==> src/rtl/fifo_almost_param.sv <==
`default_nettype none
// ============================================================================
// Module   : fifo_almost_param
// Purpose  : Single-clock synchronous FIFO with runtime-programmable
//            almost-full / almost-empty thresholds, an occupancy count,
//            a read-data valid strobe and a sticky overflow/underflow flag.
// Revision : 1.0 - initial release
// ----------------------------------------------------------------------------
// Build option:
//   FIFO_FWFT_EN  defined   -> first-word-fall-through: fifo_data_out shows
//                              the head word whenever the FIFO is not empty,
//                              fifo_valid_out = !fifo_empty_out.
//                 undefined -> registered read, data valid one cycle after
//                              an accepted read.
// ----------------------------------------------------------------------------
// Ports:
//   clk              in   clock, rising edge
//   reset            in   synchronous active-high reset
//   fifo_data_in     in   write data               [DATA_BITS]
//   fifo_write       in   write request
//   fifo_read        in   read request
//   high_limit       in   almost-full threshold    [ADDR_BITS+1], 0 -> HIGH_DEF
//   low_limit        in   almost-empty threshold   [ADDR_BITS+1], 0 -> LOW_DEF
//   fifo_data_out    out  read data                [DATA_BITS]
//   fifo_valid_out   out  fifo_data_out holds a popped / head word
//   fifo_full_out    out  count == depth
//   fifo_empty_out   out  count == 0
//   almost_full_out  out  count >= effective high threshold
//   almost_empty_out out  count <= effective low threshold
//   error_fifo_out   out  sticky overflow/underflow flag
//   fifo_count_out   out  occupancy 0..depth       [ADDR_BITS+1]
// ============================================================================
module fifo_almost_param #(
    parameter int DATA_BITS = 10,
    parameter int ADDR_BITS = 3,
    parameter int HIGH_DEF  = 6,
    parameter int LOW_DEF   = 2
) (
    input  logic                 clk,
    input  logic                 reset,
    input  logic [DATA_BITS-1:0] fifo_data_in,
    input  logic                 fifo_write,
    input  logic                 fifo_read,
    input  logic [ADDR_BITS:0]   high_limit,
    input  logic [ADDR_BITS:0]   low_limit,
    output logic [DATA_BITS-1:0] fifo_data_out,
    output logic                 fifo_valid_out,
    output logic                 fifo_full_out,
    output logic                 fifo_empty_out,
    output logic                 almost_full_out,
    output logic                 almost_empty_out,
    output logic                 error_fifo_out,
    output logic [ADDR_BITS:0]   fifo_count_out
);

    localparam int                 c_DEPTH     = 1 << ADDR_BITS;
    localparam logic [ADDR_BITS:0] c_DEPTH_CNT = (ADDR_BITS+1)'(c_DEPTH);
    localparam logic [ADDR_BITS:0] c_HIGH_DEF  = (ADDR_BITS+1)'(HIGH_DEF);
    localparam logic [ADDR_BITS:0] c_LOW_DEF   = (ADDR_BITS+1)'(LOW_DEF);

    // Storage (not reset: stale contents are unreachable once pointers clear)
    logic [DATA_BITS-1:0] r_mem [0:c_DEPTH-1];

    logic [ADDR_BITS-1:0] r_wr_ptr;
    logic [ADDR_BITS-1:0] r_rd_ptr;
    logic [ADDR_BITS:0]   r_count;
    logic                 r_full;
    logic                 r_empty;
    logic                 r_almost_full;
    logic                 r_almost_empty;
    logic                 r_error;

    logic                 w_rd_acc;
    logic                 w_wr_acc;
    logic                 w_overflow;
    logic                 w_underflow;
    logic [ADDR_BITS:0]   w_count_nxt;
    logic [ADDR_BITS:0]   w_high_eff;
    logic [ADDR_BITS:0]   w_low_eff;

    // ------------------------------------------------------------------------
    // Request qualification. A read is only ever refused for emptiness; a
    // write at full is allowed when a read frees a slot on the same edge.
    // There is no bypass path, so a write into an empty FIFO never satisfies
    // a simultaneous read.
    // ------------------------------------------------------------------------
    assign w_rd_acc    = fifo_read  & ~r_empty;
    assign w_wr_acc    = fifo_write & (~r_full | w_rd_acc);
    assign w_overflow  = fifo_write & ~w_wr_acc;
    assign w_underflow = fifo_read  & r_empty;

    assign w_high_eff  = (high_limit == '0) ? c_HIGH_DEF : high_limit;
    assign w_low_eff   = (low_limit  == '0) ? c_LOW_DEF  : low_limit;

    always_comb begin
        w_count_nxt = r_count;
        case ({w_wr_acc, w_rd_acc})
            2'b10:   w_count_nxt = r_count + 1'b1;
            2'b01:   w_count_nxt = r_count - 1'b1;
            default: w_count_nxt = r_count;
        endcase
    end

    // ------------------------------------------------------------------------
    // Pointers, count and status. Flags are registered from the next count so
    // they describe the occupancy after this edge; thresholds are re-sampled
    // every cycle so a threshold change takes effect on the next edge even
    // without traffic. Pointers wrap naturally because depth is 2**ADDR_BITS.
    // ------------------------------------------------------------------------
    always_ff @(posedge clk) begin
        if (reset) begin
            r_wr_ptr       <= '0;
            r_rd_ptr       <= '0;
            r_count        <= '0;
            r_full         <= 1'b0;
            r_empty        <= 1'b1;
            r_almost_full  <= 1'b0;
            r_almost_empty <= 1'b1;
            r_error        <= 1'b0;
        end else begin
            if (w_wr_acc) begin
                r_wr_ptr <= r_wr_ptr + 1'b1;
            end
            if (w_rd_acc) begin
                r_rd_ptr <= r_rd_ptr + 1'b1;
            end
            r_count        <= w_count_nxt;
            r_full         <= (w_count_nxt == c_DEPTH_CNT);
            r_empty        <= (w_count_nxt == '0);
            r_almost_full  <= (w_count_nxt >= w_high_eff);
            r_almost_empty <= (w_count_nxt <= w_low_eff);
            if (w_overflow || w_underflow) begin
                r_error <= 1'b1;
            end
        end
    end

    always_ff @(posedge clk) begin
        if (!reset && w_wr_acc) begin
            r_mem[r_wr_ptr] <= fifo_data_in;
        end
    end

`ifdef FIFO_FWFT_EN
    // Head word is presented combinationally from storage; a word written
    // into an empty FIFO shows up as soon as the write edge updates count.
    assign fifo_data_out  = r_empty ? '0 : r_mem[r_rd_ptr];
    assign fifo_valid_out = ~r_empty;
`else
    logic [DATA_BITS-1:0] r_data_out;
    logic                 r_valid_out;

    // Registered read: the popped word is held until the next accepted read.
    always_ff @(posedge clk) begin
        if (reset) begin
            r_data_out  <= '0;
            r_valid_out <= 1'b0;
        end else begin
            r_valid_out <= w_rd_acc;
            if (w_rd_acc) begin
                r_data_out <= r_mem[r_rd_ptr];
            end
        end
    end

    assign fifo_data_out  = r_data_out;
    assign fifo_valid_out = r_valid_out;
`endif

    assign fifo_full_out    = r_full;
    assign fifo_empty_out   = r_empty;
    assign almost_full_out  = r_almost_full;
    assign almost_empty_out = r_almost_empty;
    assign error_fifo_out   = r_error;
    assign fifo_count_out   = r_count;

endmodule
`default_nettype wire

==> config.mk <==
export PLATFORM = sky130hd
export DESIGN_NAME = fifo_almost_param
export DESIGN_NICKNAME = d
export VERILOG_FILES = /design/src/rtl/fifo_almost_param.sv
export SDC_FILE = /design/constraint.sdc
export NUM_CORES = 1
export LEC_CHECK = 0
export CELL_PAD_IN_SITES_DETAIL_PLACEMENT = 0
export CELL_PAD_IN_SITES_GLOBAL_PLACEMENT = 1
export CORE_ASPECT_RATIO = 2
export CORE_MARGIN = 1
export CORE_UTILIZATION = 46
export DETAILED_ROUTE_END_ITERATION = 8
export PLACE_DENSITY = 0.79
export SYNTH_ARGS = -nofsm -noshare
export SYNTH_HDL_FRONTEND = slang
export SYNTH_SLANG_ARGS = --single-unit
==> constraint.sdc <==
create_clock -name clk -period 3.9 [get_ports clk]
set_input_delay 0.975 -clock clk [delete_from_list [all_inputs] [get_ports clk]]
set_output_delay 0.975 -clock clk [all_outputs]
set_load 0.01 [all_outputs]
==> impl_metrics.toml <==
[drt]
routedWlPerCell_um = 18.8
wirelength_mm = 8.20
vias_per_cell = 5.60
drc_errors = 0
ant_nets = 0
dr.pass1.iters = 5
drt-initial-drc-count = 120
num_vias = 2441

[pwr]
combPwrFrac_pct = 23.3
pwr-share-seq_pct = 46.5
p_clk_share_pct = 30.2
p_leak_uw = 0.00177
ir_drop_mv = 0.532
internal-power_uw = 2140
switching_share_pct = 26.2
p_sw_uw = 758
pwr_density_cell_mw_per_mm2 = 553

[clock_network]
cts_buffers = 9
cts_tree = "yes"
postCtsSetupBuffers = 0
cts_hold_buffers = 0
clkSlewWorstSetupHoldPaths_ns = 0.07
cts_resized = 0
cts_root_buffer = "clkbuf_16"
max-clock-path-buffers = 2
cts_sinks = 106
clk_latency_ns = 0.34
h-tree-depth = 3

[placement]
dpl.hpwl_mm = 5.51
port_buffers = 41
dp_cells = 420
gp_congestion = 0.743

[finish]
fin_nets = 361
diodes = 0
layout_common_cells = "edfxtp_1 (80), clkdlybuf4s50_1 (41), nor2_1 (32), dfxtp_1 (26), buf_4 (21)"
drive_gt1_share_pct = 18.9
area_growth_pct = 22.2
fin_cells = 436
final_common_cell = "edfxtp_1"

[global_routing]
top_usage_layer = "met2"
grt_max_degree = 25
met2_usage_pct = 33.5
track_usage_pct = 18.4
met3_usage_pct = 4.15
grt_pass1_vias = 2544
grt_pass1_wl_mm = 12.9
grt.overflow.total = 0
met1_usage_pct = 19.2
antenna_found_initial = 0

[timing]
hold_viol_final = 0
finalSetupViolCount = 0
finalCritPeriodShare_pct = 92.8
skew_ns = 0.00804
timing.hold.ws_ns = 0.484
maxSlewViolCount = 0
worstMarginPinSlew_ns = 1.03
relSlewSlack_pct = 31.2
rsz0062_at_grt = "no"
fmax_mhz = 276
period_minus_slack_ns = 3.62

[critical_path]
path_max_fanout = 6
crit_path_start_kind = "input pin"
worstPathArrival_ns = 3.85
crit_path_end_kind = "register"
ff2ff_path_depth = 14
reg2reg_slack_ns = 1.00
critPathKind = "in2reg"
r2r_start = "fifo_empty_out$_SDFF_PP1_"
r2r_end = "almost_empty_out$_SDFF_PP1_"
required_ns = 4.13

[floorplanning]
row_count = 49
dieArea_mm2 = 0.00971
core_area_mm2 = 0.00901
die_h_um = 138
fp.dieW_um = 70.2
start_util_pct = 47.5
pin_count = 42

[synthesis]
synth-edff-count = 80
yosysWarnings = 0
syn-instance-count = 268
synth_cell_types = 37
synthArstFlopShare_pct = 0
synth_area_per_cell_um2 = 16.0
yosysSeqAreaShare_pct = 68.3
synth_fp_nets = 300
synthesis.area_mm2 = 0.00428
synth_flop_cell = "edfxtp_1"
synth_seq_cells = 106

[worst_hold_path]
hold_depth = 2
holdPathEnd = "error_fifo_out$_SDFFE_PP0P_"
hp-start = "error_fifo_out$_SDFFE_PP0P_"
hp-class = "reg2reg"

[run_status]
status = "completed"

[flow_run]
cap_violations = 0
==> critical path, stage by stage <==
cell	delay, ns
clkdlybuf4s50_1	0.48
nand2b_1	0.11
a21boi_1	0.20
inv_1	0.11
ha_1	0.26
xor2_1	0.18
ha_1	0.29
mux2i_1	0.17
inv_1	0.11
ha_1	0.33
a21oi_1	0.09
a211o_1	0.29
a211o_1	0.25
==> worst max-delay path by stage <==
stage	from	endpoint	slack, ns
floorplan	fifo_read	almost_empty_out$_SDFF_PP1_	0.28
global placement	fifo_read	almost_empty_out$_SDFF_PP1_	0.004
detailed placement	fifo_read	almost_empty_out$_SDFF_PP1_	-0.05
CTS	fifo_read	almost_empty_out$_SDFF_PP1_	0.29
global route	fifo_read	almost_empty_out$_SDFF_PP1_	0.09
finish	fifo_read	almost_empty_out$_SDFF_PP1_	0.28
==> Yosys cell counts, types with 6 or more instances <==
cell / count / area [um^2]
nor3_1: 8 / 40.0
mux2i_1: 13 / 130
nor2_1: 32 / 120
edfxtp_1: 80 / 2400
dfxtp_1: 26 / 521
a211oi_1: 11 / 82.6
clkbuf_1: 8 / 30.0
mux4_2: 20 / 450
ha_1: 10 / 125
a21oi_1: 6 / 30.0
nand2_1: 10 / 37.5
inv_1: 7 / 26.3
==> per-layer routing <==
layer | part of all wire, % | vias to the layer above
met4 | 2.6 | 0
met5 | 0 | -
met1 | 37 | 1212
met2 | 56 | 70
met3 | 4.1 | 17
li1 | - | 1142
==> cell families after synthesis <==
group	share of synthesized area [%]
compound gates	4.10
xor+xnor	1.99
fa+ha+maj	3.16
buf+inv	1.81
flops	68.3
mux	13.6
simple gates	7.05
==> final cells by class <==
cell class / count / area [um^2]
fillers: 726 / 3780
flip-flops and latches: 106 / 2920
multi-input cells: 142 / 1290
repair buffers: 62 / 568
clock buffers: 11 / 233
well taps: 102 / 128
clock inverters: 5 / 56.3
inverters: 8 / 30.0
==> power by group through the flow <==
stage	Clock, uW	Combinational (uW)	Sequential (uW)
floorplan	0	380	1380
global placement	0	666	1370
detailed placement	0	682	1370
CTS	891	686	1350
global route	933	740	1360
finish	874	674	1350
==> flip-flops by register name, indices dropped and copies added (netlist names) <==
name / flops
fifo_empty_out: 1
fifo_data_out: 10
fifo_full_out: 1
r_wr_ptr: 3
r_mem: 80
fifo_valid_out: 1
r_rd_ptr: 3
almost_empty_out: 1
almost_full_out: 1
error_fifo_out: 1
fifo_count_out: 4
==> through the flow <==
| step | TNS (ns) | utilization (%) | worst slack, ns | area, um^2 | power, uW |
|---|---|---|---|---|---|
| finish | 0 | 58.0 | 0.282 | 5230 | 2890 |
| global route | 0 | 58.0 | 0.0874 | 5230 | 3030 |
| CTS | 0 | 58.0 | 0.288 | 5230 | 2920 |
| detailed placement | -0.0484 | 54.8 | -0.0484 | 4940 | 2050 |
| global placement | 0 | 54.8 | 0.00377 | 4940 | 2030 |
| floorplan | 0 | - | 0.276 | 4280 | 1760 |
Power figures use the tool's default switching activity.
